### config.mk
export PLATFORM = sky130hd
export DESIGN_NAME = seven_segment_reader
export DESIGN_NICKNAME = d
export VERILOG_FILES = /design/src/rtl/seven_segment_reader.sv
export SDC_FILE = /design/constraint.sdc
export NUM_CORES = 1
export LEC_CHECK = 0
export BUFFER_PORTS_ARGS = -buffer_cell sky130_fd_sc_hd__buf_2
export CAP_MARGIN = 10
export CORE_ASPECT_RATIO = 0.9
export CORE_MARGIN = 8
export CORE_UTILIZATION = 40
export DETAILED_ROUTE_END_ITERATION = 8
export GPL_ROUTABILITY_DRIVEN = 1
export HOLD_SLACK_MARGIN = 0.02
export PLACE_DENSITY_LB_ADDON = 0.25
export SYNTH_ARGS = -nofsm -noshare
export SYNTH_HDL_FRONTEND = slang
export SYNTH_SLANG_ARGS = --single-unit
### constraint.sdc
create_clock -name clk -period 6.31 [get_ports clk]
set_input_delay 0.3155 -clock clk [delete_from_list [all_inputs] [get_ports clk]]
set_output_delay 0.3155 -clock clk [all_outputs]
set_load 0.03 [all_outputs]
### src/rtl/seven_segment_reader.sv
// Receive side of the multiplexed 7-segment bus: rebuilds whole frames from
// strobed beats, decodes them, filters glitches and publishes changes via valid/ready.
module seven_segment_reader #(
    parameter int NUM_DIGITS    = 4,
    parameter int STABLE_FRAMES = 2
) (
    input  logic                        clk,
    input  logic                        rst_n,
    input  logic [6:0]                  seg,
    input  logic [NUM_DIGITS-1:0]       dig_sel,
    input  logic                        seg_valid,
    output logic [4*NUM_DIGITS-1:0]     value,
    output logic [NUM_DIGITS-1:0]       digit_err,
    output logic                        upd_valid,
    input  logic                        upd_ready,
    output logic                        seq_err,
    output logic                        overrun,
    output logic [$clog2(NUM_DIGITS):0] dbg_state_o
);
    // Handshake: an update transfers on any rising edge where upd_valid and
    // upd_ready are both high; value/digit_err stay frozen while upd_valid is
    // high unless a newer frame is published, which also raises overrun if unaccepted.

    localparam int IDX_W = $clog2(NUM_DIGITS);
    localparam logic [IDX_W-1:0]      LAST_IDX  = IDX_W'(NUM_DIGITS - 1);
    localparam logic [NUM_DIGITS-1:0] FIRST_SEL = NUM_DIGITS'(1);
    localparam logic [3:0]            SF        = 4'(STABLE_FRAMES);

    typedef enum logic {IDLE, COLLECT} state_e;

    state_e                    state_q, state_d;
    logic [IDX_W-1:0]          idx_q, idx_d;
    logic [4*NUM_DIGITS-1:0]   codes_q, codes_d;
    logic [NUM_DIGITS-1:0]     errs_q, errs_d;
    logic [5*NUM_DIGITS-1:0]   prev_q, prev_d;
    logic [3:0]                stable_q, stable_d;
    logic                      published_q, published_d;
    logic [4*NUM_DIGITS-1:0]   value_q, value_d;
    logic [NUM_DIGITS-1:0]     derr_q, derr_d;
    logic                      valid_q, valid_d;
    logic                      seq_err_q, seq_err_d;
    logic                      overrun_q, overrun_d;

    logic [4:0]                dec;
    logic [NUM_DIGITS-1:0]     exp_sel;
    logic                      capture, frame_done, publish, xfer;
    logic [IDX_W-1:0]          cap_idx;
    logic [3:0]                stable_next;
    logic [5*NUM_DIGITS-1:0]   frame;

    // Returns {err, code}; the dash is a legal blank-ish symbol, not an error.
    function automatic logic [4:0] decode(input logic [6:0] p);
        case (p)
            7'b1111110: decode = 5'h00;
            7'b0110000: decode = 5'h01;
            7'b1101101: decode = 5'h02;
            7'b1111001: decode = 5'h03;
            7'b0110011: decode = 5'h04;
            7'b1011011: decode = 5'h05;
            7'b1011111: decode = 5'h06;
            7'b1110000: decode = 5'h07;
            7'b1111111: decode = 5'h08;
            7'b1111011: decode = 5'h09;
            7'b0000001: decode = 5'h0F;
            default:    decode = 5'h1E;
        endcase
    endfunction

    assign dec     = decode(seg);
    assign exp_sel = FIRST_SEL << idx_q;

    always_comb begin
        state_d    = state_q;
        idx_d      = idx_q;
        codes_d    = codes_q;
        errs_d     = errs_q;
        capture    = 1'b0;
        cap_idx    = idx_q;
        frame_done = 1'b0;
        seq_err_d  = 1'b0;
        if (seg_valid) begin
            if (state_q == IDLE) begin
                if (dig_sel == FIRST_SEL) begin
                    capture = 1'b1;
                    cap_idx = '0;
                    state_d = COLLECT;
                    idx_d   = IDX_W'(1);
                end
            end else if (dig_sel == exp_sel) begin
                capture = 1'b1;
                if (idx_q == LAST_IDX) begin
                    frame_done = 1'b1;
                    state_d    = IDLE;
                    idx_d      = '0;
                end else begin
                    idx_d = idx_q + IDX_W'(1);
                end
            end else if (dig_sel == FIRST_SEL) begin
                // A stray digit-0 strobe is treated as the start of a fresh frame.
                seq_err_d = 1'b1;
                capture   = 1'b1;
                cap_idx   = '0;
                idx_d     = IDX_W'(1);
            end else begin
                seq_err_d = 1'b1;
                state_d   = IDLE;
                idx_d     = '0;
            end
        end
        if (capture) begin
            codes_d[4*int'(cap_idx) +: 4] = dec[3:0];
            errs_d[cap_idx]               = dec[4];
        end
    end

    always_comb begin
        frame       = {errs_d, codes_d};
        stable_next = (frame != prev_q) ? 4'd1 :
                      (stable_q < SF)   ? stable_q + 4'd1 : SF;
        publish     = frame_done && (stable_next == SF) &&
                      ((frame != {derr_q, value_q}) || !published_q);
        xfer        = valid_q && upd_ready;

        prev_d      = prev_q;
        stable_d    = stable_q;
        published_d = published_q;
        value_d     = value_q;
        derr_d      = derr_q;
        valid_d     = valid_q;
        overrun_d   = 1'b0;
        if (frame_done) begin
            prev_d   = frame;
            stable_d = stable_next;
        end
        if (publish) begin
            value_d     = codes_d;
            derr_d      = errs_d;
            valid_d     = 1'b1;
            published_d = 1'b1;
            overrun_d   = valid_q && !upd_ready;
        end else if (xfer) begin
            valid_d = 1'b0;
        end
    end

    always_ff @(posedge clk) begin
        if (!rst_n) begin
            state_q     <= IDLE;
            idx_q       <= '0;
            codes_q     <= '0;
            errs_q      <= '0;
            prev_q      <= '0;
            stable_q    <= '0;
            published_q <= 1'b0;
            value_q     <= '0;
            derr_q      <= '0;
            valid_q     <= 1'b0;
            seq_err_q   <= 1'b0;
            overrun_q   <= 1'b0;
        end else begin
            state_q     <= state_d;
            idx_q       <= idx_d;
            codes_q     <= codes_d;
            errs_q      <= errs_d;
            prev_q      <= prev_d;
            stable_q    <= stable_d;
            published_q <= published_d;
            value_q     <= value_d;
            derr_q      <= derr_d;
            valid_q     <= valid_d;
            seq_err_q   <= seq_err_d;
            overrun_q   <= overrun_d;
        end
    end

    assign value       = value_q;
    assign digit_err   = derr_q;
    assign upd_valid   = valid_q;
    assign seq_err     = seq_err_q;
    assign overrun     = overrun_q;
    assign dbg_state_o = {state_q == COLLECT, idx_q};

endmodule

# After elaboration in Yosys (flattened, before gate mapping)
# Cells that the tools add are included.
[op_classes]
addsub = 3
n_reduce_logical = 13
shifts = 3
order_cmp = 3
n_eq_ne = 17
muxes = 32
[ops]
columns = ["op", "n"]
rows = [
  ["7-bit equality test, second input constant", 8],
  ["5-bit one-hot mux with 11 select lines", 1],
  ["20-bit != test", 2],
  ["4-bit negator with 33-bit output", 1],
  ["4-bit by 33-bit variable shift with 16-bit output, first input constant", 1],
  ["4-bit by 33-bit indexed part select with 16-bit output", 1],
  ["16-bit bitwise mux", 1],
  ["1-bit two-way mux", 16],
  ["16-bit two-way mux", 1],
  ["2-bit two-way mux", 8],
  ["7-bit by 6-bit equality test with 1-bit output, second input constant", 2],
  ["4-bit two-way mux", 3],
  ["7-bit by 1-bit equality test with 1-bit output, second input constant", 1],
  ["1-bit logical AND", 5],
  ["4-bit by 1-bit adder with 4-bit output, second input constant", 1],
  ["4-bit bitwise mux", 1],
  ["4-bit by 1-bit equality test with 1-bit output, second input constant", 1],
  ["4-bit by 2-bit equality test with 1-bit output, second input constant", 1],
  ["4-bit equality test", 1],
  ["4-bit by 2-bit less-than comparator with 1-bit output, second input constant", 1],
  ["2-bit AND reduction", 2],
  ["2-bit nonzero test", 2],
  ["1-bit by 2-bit << shifter with 4-bit output, first input constant", 1],
  ["2-bit by 3-bit less-than comparator with 1-bit output, second input constant", 1],
  ["7 further kinds", 8],
]
[word_totals]
output_inout_bits = 26
in_bits = 15
ff_bits = 71

# Depth between registers and ports, before layout
# Gate-level depths: netlist of the first run.
[depth]
ltp_word = 17
mapped_depth = 20
ltp_nobuf = 19

# Worst setup path before layout of the first run
# OpenSTA, ideal clock, no wires.
[synth_path]
path_kind = "register -> register"
startpoint = "reg idx_q[0]"
endpoint = "reg value_q[13] (netlist: value[13])"
n_path_buf = 1
required_time_ns = 6.187
setup_time_ns = 0.123
path_stages_with_launch = 20
period_less_slack_ns = 4.687
setup_slack_ns = 1.623
t_arrival_ns = 4.564
cell_sequence = "dfxtp_1 -> inv_1 -> ha_1 -> xnor2_1 -> nand4_1 -> nor2_1 -> nor2_1 -> nor2_1 -> inv_1 -> ha_1 -> or3b_2 -> nor3_1 -> a22oi_1 -> and3_1 -> nor4_1 -> nor4b_2 -> nand4_1 -> nor2_2 -> buf_2 -> o21ai_0"
[synth_via]
elab_chain_len = 16
word_cells_on_any_way = 33
classes_between = "add/sub (1); order compare (2); eq/ne (5); shift (3); mux (18); reduce/logical (4)"
[synth_lines]
columns = ["element", "line_no", "text"]
rows = [
  ["start, declared", "32", "logic [IDX_W-1:0] idx_q, idx_d;"],
  ["start signal, assigned", "162", "idx_q <= idx_d;"],
  ["branches (longest 16 deep; another with 4-bit negator with 33-bit output)", "n/a", ""],
  ["end signal, assigned", "168", "value_q <= value_d;"],
  ["end, declared", "38", "logic [4*NUM_DIGITS-1:0] value_q, value_d;"],
]
# Parallel ways; which one is timed is not known.
# A chain may end at the register's enable or synchronous reset.

# Final worst setup path of the first run
[layout_path]
startpoint = "reg idx_q[0]"
endpoint = "reg value_q[10] (netlist: value[10])"
# The elaborated chain is that of the path after synthesis.

==> qor.csv, run 1 <==
stage,metric,value,unit
status,status,"finished, final reports clean",
layout,Non-Filler Instances,621,
setup_path,Startpoint Class,flip-flop,
hold_path,hold path cells,2,
detailed_routing,DRC errors left,0,
clocking,CTS Buf Count,9,
pwr,pwr dens,219,mW/mm^2
global_route,Overflow after GRT,0,
clocking,post-CTS setup buffers,0,
sta,TNS Setup,0,ps
synth,post-synthesis cell area,0.00393,sq mm
setup_path,r2r setup slk,550,ps
sta,Tmin final,5760,ps
sta,Slew Limit Fails,0,
sta,worst rel slew slack,27.9,%
die,die height,110,um
hold_path,Worst Hold End,state_q,
sta,final hold vios,0,
setup_path,CP endpoint kind,flip-flop,
synth,ys flop type,dfxtp_1,
die,Cell Rows,34,
synth,Post-synth EDFFs,0,
layout,Area growth syn-to-layout,13.5,%
clocking,root buffer cell,clkbuf_8,
sta,final worst path period share,91.2,%
layout,final core utilization,46.4,%
sta,fmax,174,MHz
detailed_routing,WL final,11000,um
detailed_routing,First-pass DRT Iterations,5,
synth,yosys warns,0,
pwr,Psw,0.204,mW
layout,fillcell total,1015,
synth,async set-reset flop share out of synthesis,0,%
place,dpl hpwl,7880,um
place,input/output buffers,40,
synth,Post-Syn Nets,484,
layout,most frequent cells in the layout,"71 x dfxtp_1, 59 x nand2_1, 40 x buf_2",
die,Core Area,0.00961,sq mm
setup_path,Worst Setup Path Type,reg2reg,
sta,endpoints failing setup,0,
pwr,Clock Power Share,49.9,%
synth,Syn Area/Cell,8.55,sq um
pwr,Comb pwr share,4.3,%
global_route,pin count of the biggest net entering global routing,44,
clocking,Post-CTS Hold Fix Bufs,0,
die,die area,0.0133,sq mm
pwr,sequential cell fraction of total power,45.8,%
hold_path,worst min path class,in2reg,
setup_path,Worst Reg-to-Reg Cells,19,
setup_path,critical path arrival,6010,ps
layout,multi-input logic area,0.00238,sq mm
layout,"most common cell after layout, fill and taps aside",dfxtp_1,
global_route,total global-route track usage,17.0,%
setup_path,crit path max fanout,14,
hold_path,Hold Path Origin,seg_valid,
die,initial core utilization,40.9,%
detailed_routing,Routed Antenna Nets,0,
clocking,CTS tree,built,
place,placed insts,605,
global_route,number of global-route vias before repair,3344,
sta,worst hold slack,229,ps
synth,Mapped Cells,460,
clocking,Clock Path Buffers,2,
global_route,initial antenna violation count,0,
synth,Synth Register Bits,71,
layout,share of layout cells above drive strength 1,17.4,%
pwr,Leak,1.72,nW
setup_path,R2R Path End,value[10],
clocking,Clock Sinks,71,
clocking,clk slew on worst S/H paths,70,ps
clocking,worst skew pair latency,350,ps
sta,RSZ-0062 raised after global routing,false,
synth,post-synthesis cell type count,67,
detailed_routing,via count,3503,
layout,ANT cells,0,
global_route,first-pass GRT wire length,17900,um
detailed_routing,number of vias per cell,5.64,
sta,Setup Skew,15.1,ps
die,io pins,41,
pwr,Int Power,0.775,mW
job,# Max-Cap Violations,0,
clocking,CTS HTree Levels,3,
clocking,post-CTS sizing,0,
synth,sequential area share after synthesis,36.1,%
sta,slew at the pin closest to its max-slew limit,1080,ps
layout,Register Area,0.00142,sq mm
pwr,sw frac,20.8,%
die,die width,121,um
place,GPL Wtd Cong,0.933,
layout,Layout Nets,514,
setup_path,RR Startpoint,idx_q[0],
detailed_routing,DR iter-0 viols,257,
detailed_routing,wire per inst,17.7,um
pwr,Worst VDD drop,0.156,mV
setup_path,required time of the critical path,6570,ps
-- logic make-up (layout without fill, tap and decap cells) --
kind of cell	after synthesis	in the layout	share of synthesized area [%]
and+or+nand+nor	201	201	27.8
AOI/OAI and AO/OA	107	107	20.3
DFF	71	71	36.1
xor gates and xnor gates	40	40	8.91
buffers and inverters	30	65	3.43
adders and majority gates	9	9	2.86
muxes	2	2	0.572
-- power by group through the flow --
stage               Clock, mW  Combinational [mW]  Sequential [mW]
finish                  0.488              0.0420            0.448
global route            0.518              0.0456            0.448
CTS                     0.495              0.0415            0.448
detailed placement          0              0.0414            0.459
global placement            0              0.0407            0.459
floorplan                   0              0.0278            0.459
-- worst max-delay path, stage by stage (launching register included) --
cell and delay, ps:
dfxtp_1 480, inv_1 120, ha_1 230, xnor2_1 200, nand4_1 260, nor2_1 340
nor2_1 70, nor2_1 200, inv_1 100, ha_1 290, or3b_2 510, nor3_1 540
a22oi_1 290, and3_1 270, nor4_1 260, nor4b_2 330, and4_1 630, buf_4 290
a21oi_1 90, nor3_1 180
-- how the worst max path moves through the flow --
stage,start,endpoint,slack (ps),cells after the start
after floorplan,idx_q[0],value[13],1620,19
final,idx_q[0],value[10],550,19
after global placement,idx_q[0],value[2],1000,19
after CTS,idx_q[0],value[10],670,19
after detailed placement,idx_q[0],value[2],690,19
after global routing,idx_q[0],value[10],180,19
-- per-stage QoR --
stage	cell area, sq um	setup WS [ps]	power (mW)
after CTS	4460	674	0.984
after floorplan	3930	1620	0.487
final	4460	555	0.979
after detailed placement	4190	685	0.500
after global placement	4190	1000	0.500
after global routing	4460	185	1.01
-- Yosys cell counts, drive strengths merged (3+ instances only) --
cell type  instances  area [sq um]
dfxtp             71          1420
nand2             59           221
nor2              32           125
a21oi             27           146
nand3             26           130
o21ai             25           125
xnor2             25           219
nor3              15          75.1
xor2              15           131
a211oi            13          97.6
and2              13          81.3
clkbuf            12          45.0
and3              11          73.8
buf               10          60.1
ha                 9           113
inv                8          30.0
o211ai             7          85.1
a22oi              6          55.1
nor4               6          56.3
a22o               5          43.8
nand4              5          31.3
or3                5          41.3
and4               4          35.0
nand2b             4          25.0
nor4b              4          47.6
o21a               4          30.0
a21boi             3          22.5
a31oi              3          48.8
and3b              3          26.3
nand3b             3          22.5
-- per-layer routing --
layer | GRT usage (%) | vias up | wire length, um
met2 | 26.8 | 107 | 5010
li1 | - | 1716 | -
met5 | 0 | - | 0
met4 | 6.86 | 0 | 229
met1 | 22.7 | 1666 | 5200
met3 | 3.21 | 14 | 539
-- flip-flops by register name (all words and copies together) (netlist names) --
register / count
overrun: 1
errs_q: 4
idx_q: 2
state_q: 1
value: 16
upd_valid: 1
codes_q: 16
digit_err: 4
prev_q: 20
seq_err: 1
stable_q: 4
published_q: 1
-- cell type report --
| type | count | share of cell area (%) |
|---|---|---|
| multi-input combinational | 359 | 53.3 |
| sequential | 71 | 31.8 |
| timing repair buffer | 41 | 4.65 |
| tap | 126 | 3.53 |
| clock buffer | 11 | 3.17 |
| clock inverter | 5 | 2.89 |
| inverter | 8 | 0.673 |
Note: power is estimated with default switching activity, not from simulation.
==> inputs of run 2 (changes only) <==
Settings changed: RECOVER_POWER set to 50.
==> run 2 against run 1 <==
Effect of this change: worst hold slack got worse by 1.3 ps; clock-buffer cell count is the same; wire length shrank 0.12%; cell area is 1.8% lower; total power about the same; register-to-register slack about the same; via count rose by 0.83%; sequential share of layout area up 0.59 points; clock power about the same; setup slack improved by 12 ps.
==> qor.csv, run 2 (synthesized netlist as in run 1, its figures left out) <==
stage,metric,value,unit,change
status,status,"finished, final reports clean",,
layout,Area growth syn-to-layout,11.4,%,
sta,Tmin final,5740,ps,-12.4 ps
sta,worst hold slack,228,ps,-1.31 ps
clocking,post-CTS setup buffers,0,,unchanged
die,io pins,41,,unchanged
sta,final worst path period share,91.0,%,-0.20 points
setup_path,Worst Setup Path Type,reg2reg,,
place,GPL Wtd Cong,0.933,,unchanged
layout,share of layout cells above drive strength 1,10.7,%,-6.7 points
place,input/output buffers,40,,unchanged
pwr,pwr dens,223,mW/mm^2,+1.9%
hold_path,worst min path class,in2reg,,
layout,Layout Nets,514,,unchanged
setup_path,Slowest cell on crit path,and4_1,,
clocking,Post-CTS Hold Fix Bufs,0,,unchanged
global_route,initial antenna violation count,0,,unchanged
sta,fmax,174,MHz,+0.22%
sta,Setup Skew,14.2,ps,-0.813 ps
setup_path,most numerous cell on the critical path,nor2_1,,
die,Cell Rows,34,,unchanged
setup_path,critical path arrival,6000,ps,about the same
sta,RSZ-0062 raised after global routing,false,,
layout,final core utilization,45.6,%,-0.85 points
global_route,first-pass GRT wire length,17900,um,unchanged
setup_path,CP endpoint kind,flip-flop,,
pwr,Worst VDD drop,0.156,mV,about the same
setup_path,required time of the critical path,6570,ps,about the same
detailed_routing,Routed Antenna Nets,0,,unchanged
clocking,CTS tree,built,,
layout,largest register by flop count,prev_q,,
global_route,Overflow after GRT,0,,unchanged
layout,"most common cell after layout, fill and taps aside",dfxtp_1,,
detailed_routing,via count,3532,,+0.83%
clocking,CTS Buf Count,9,,unchanged
clocking,clk slew on worst S/H paths,70,ps,about the same
die,initial core utilization,40.9,%,unchanged
sta,worst rel slew slack,28.3,%,+0.41 points
die,die width,121,um,unchanged
clocking,Clock Path Buffers,2,,unchanged
die,die height,110,um,unchanged
setup_path,Crit path max-delay family,simple AND/OR/NAND/NOR gates,,
detailed_routing,WL final,11000,um,-0.12%
clocking,Clock Sinks,71,,unchanged
detailed_routing,DRC errors left,0,,unchanged
clocking,worst skew pair latency,350,ps,about the same
detailed_routing,DR iter-0 viols,280,,+8.9%
sta,endpoints failing setup,0,,unchanged
layout,most frequent cells in the layout,"71 x dfxtp_1, 59 x nand2_1, 30 x nor2_1",,
layout,max reg flops,20,,unchanged
die,die area,0.0133,sq mm,unchanged
sta,slew at the pin closest to its max-slew limit,1070,ps,-6.21 ps
detailed_routing,wire per inst,17.7,um,-0.12%
setup_path,CP peak stage delay,640,ps,about the same
clocking,post-CTS sizing,0,,unchanged
global_route,number of global-route vias before repair,3344,,unchanged
job,# Max-Cap Violations,0,,unchanged
setup_path,worst-path cell chain,inv_1 > ha_1 > xnor2_1 > nand4_1 > nor2_1 > nor2_1 > nor2_1 > inv_1 > ha_1 > or3b_2 > nor3_1 > a22oi_1 > and3_1 > nor4_1 > nor4b_2 > and4_1 > buf_4 > a21oi_1 > nor3_1,,
sta,final hold vios,0,,unchanged
global_route,total global-route track usage,17.0,%,unchanged
setup_path,Critical path buffers and inverters,3,,unchanged
sta,TNS Setup,0,ps,unchanged
clocking,root buffer cell,clkbuf_8,,
layout,ANT cells,0,,unchanged
setup_path,Startpoint Class,flip-flop,,
global_route,pin count of the biggest net entering global routing,44,,unchanged
place,setup slack at placement,685,ps,unchanged
detailed_routing,First-pass DRT Iterations,5,,unchanged
pwr,Leak,1.59,nW,-7.3%
detailed_routing,number of vias per cell,5.69,,+0.83%
sta,final worst slack,567,ps,+12.4 ps
layout,fillcell total,1033,,+1.8%
place,dpl hpwl,7880,um,unchanged
sta,Slew Limit Fails,0,,unchanged
clocking,CTS HTree Levels,3,,unchanged
setup_path,crit path max fanout,14,,unchanged
die,Core Area,0.00961,sq mm,unchanged
pwr,Tot Pwr,0.979,mW,about the same
[run 2: cell types whose count changed in the layout (fill, tap and decap cells not counted), sizes merged]
cell	change
buf	-26
clkbuf	+26
[run 2: per-stage QoR]
stage,cell area [sq um],std cells
3_3_place_gp,4190,605
4_1_cts,4460,621
3_5_place_dp,4190,605
5_1_grt,4380,621
6_report,4380,621
2_1_floorplan,3930,460
[run 2: area by class of cell]
| cell class | count | area [sq um] | share of cell area [%] |
|---|---|---|---|
| sequential | 71 | 1420 | 32.4 |
| timing repair buffer | 41 | 175 | 4.00 |
| clock inverter | 5 | 129 | 2.94 |
| inverter | 8 | 30.0 | 0.685 |
| clock buffer | 11 | 141 | 3.23 |
| tap | 126 | 158 | 3.60 |
| multi-input combinational | 359 | 2330 | 53.1 |
[run 2: report_power, final]
group,total [mW],switching (mW),internal (mW)
sequential,0.448,0.000403,0.448
combinational,0.0411,0.0284,0.0127
clock,0.490,0.175,0.314
total,0.979,0.204,0.775
[run 2: path summary, 6_finish.rpt]
path	start	to	slack [ps]	cells past startpoint
worst max-delay path	idx_q[0]	value[10]	570	19
worst min-delay path	seg_valid	state_q	230	2
worst max register to register	idx_q[0]	value[10]	570	19
worst min register to register	prev_q[3]	prev_q[3]	460	2
[run 2: routing by layer]
| metal | share of wire, % | track usage (%) | vias to the layer above |
|---|---|---|---|
| li1 | - | - | 1717 |
| met1 | 47 | 22.7 | 1690 |
| met2 | 46 | 26.8 | 106 |
| met3 | 5.0 | 3.21 | 19 |
| met4 | 2.3 | 6.86 | 0 |
| met5 | 0 | 0 | - |
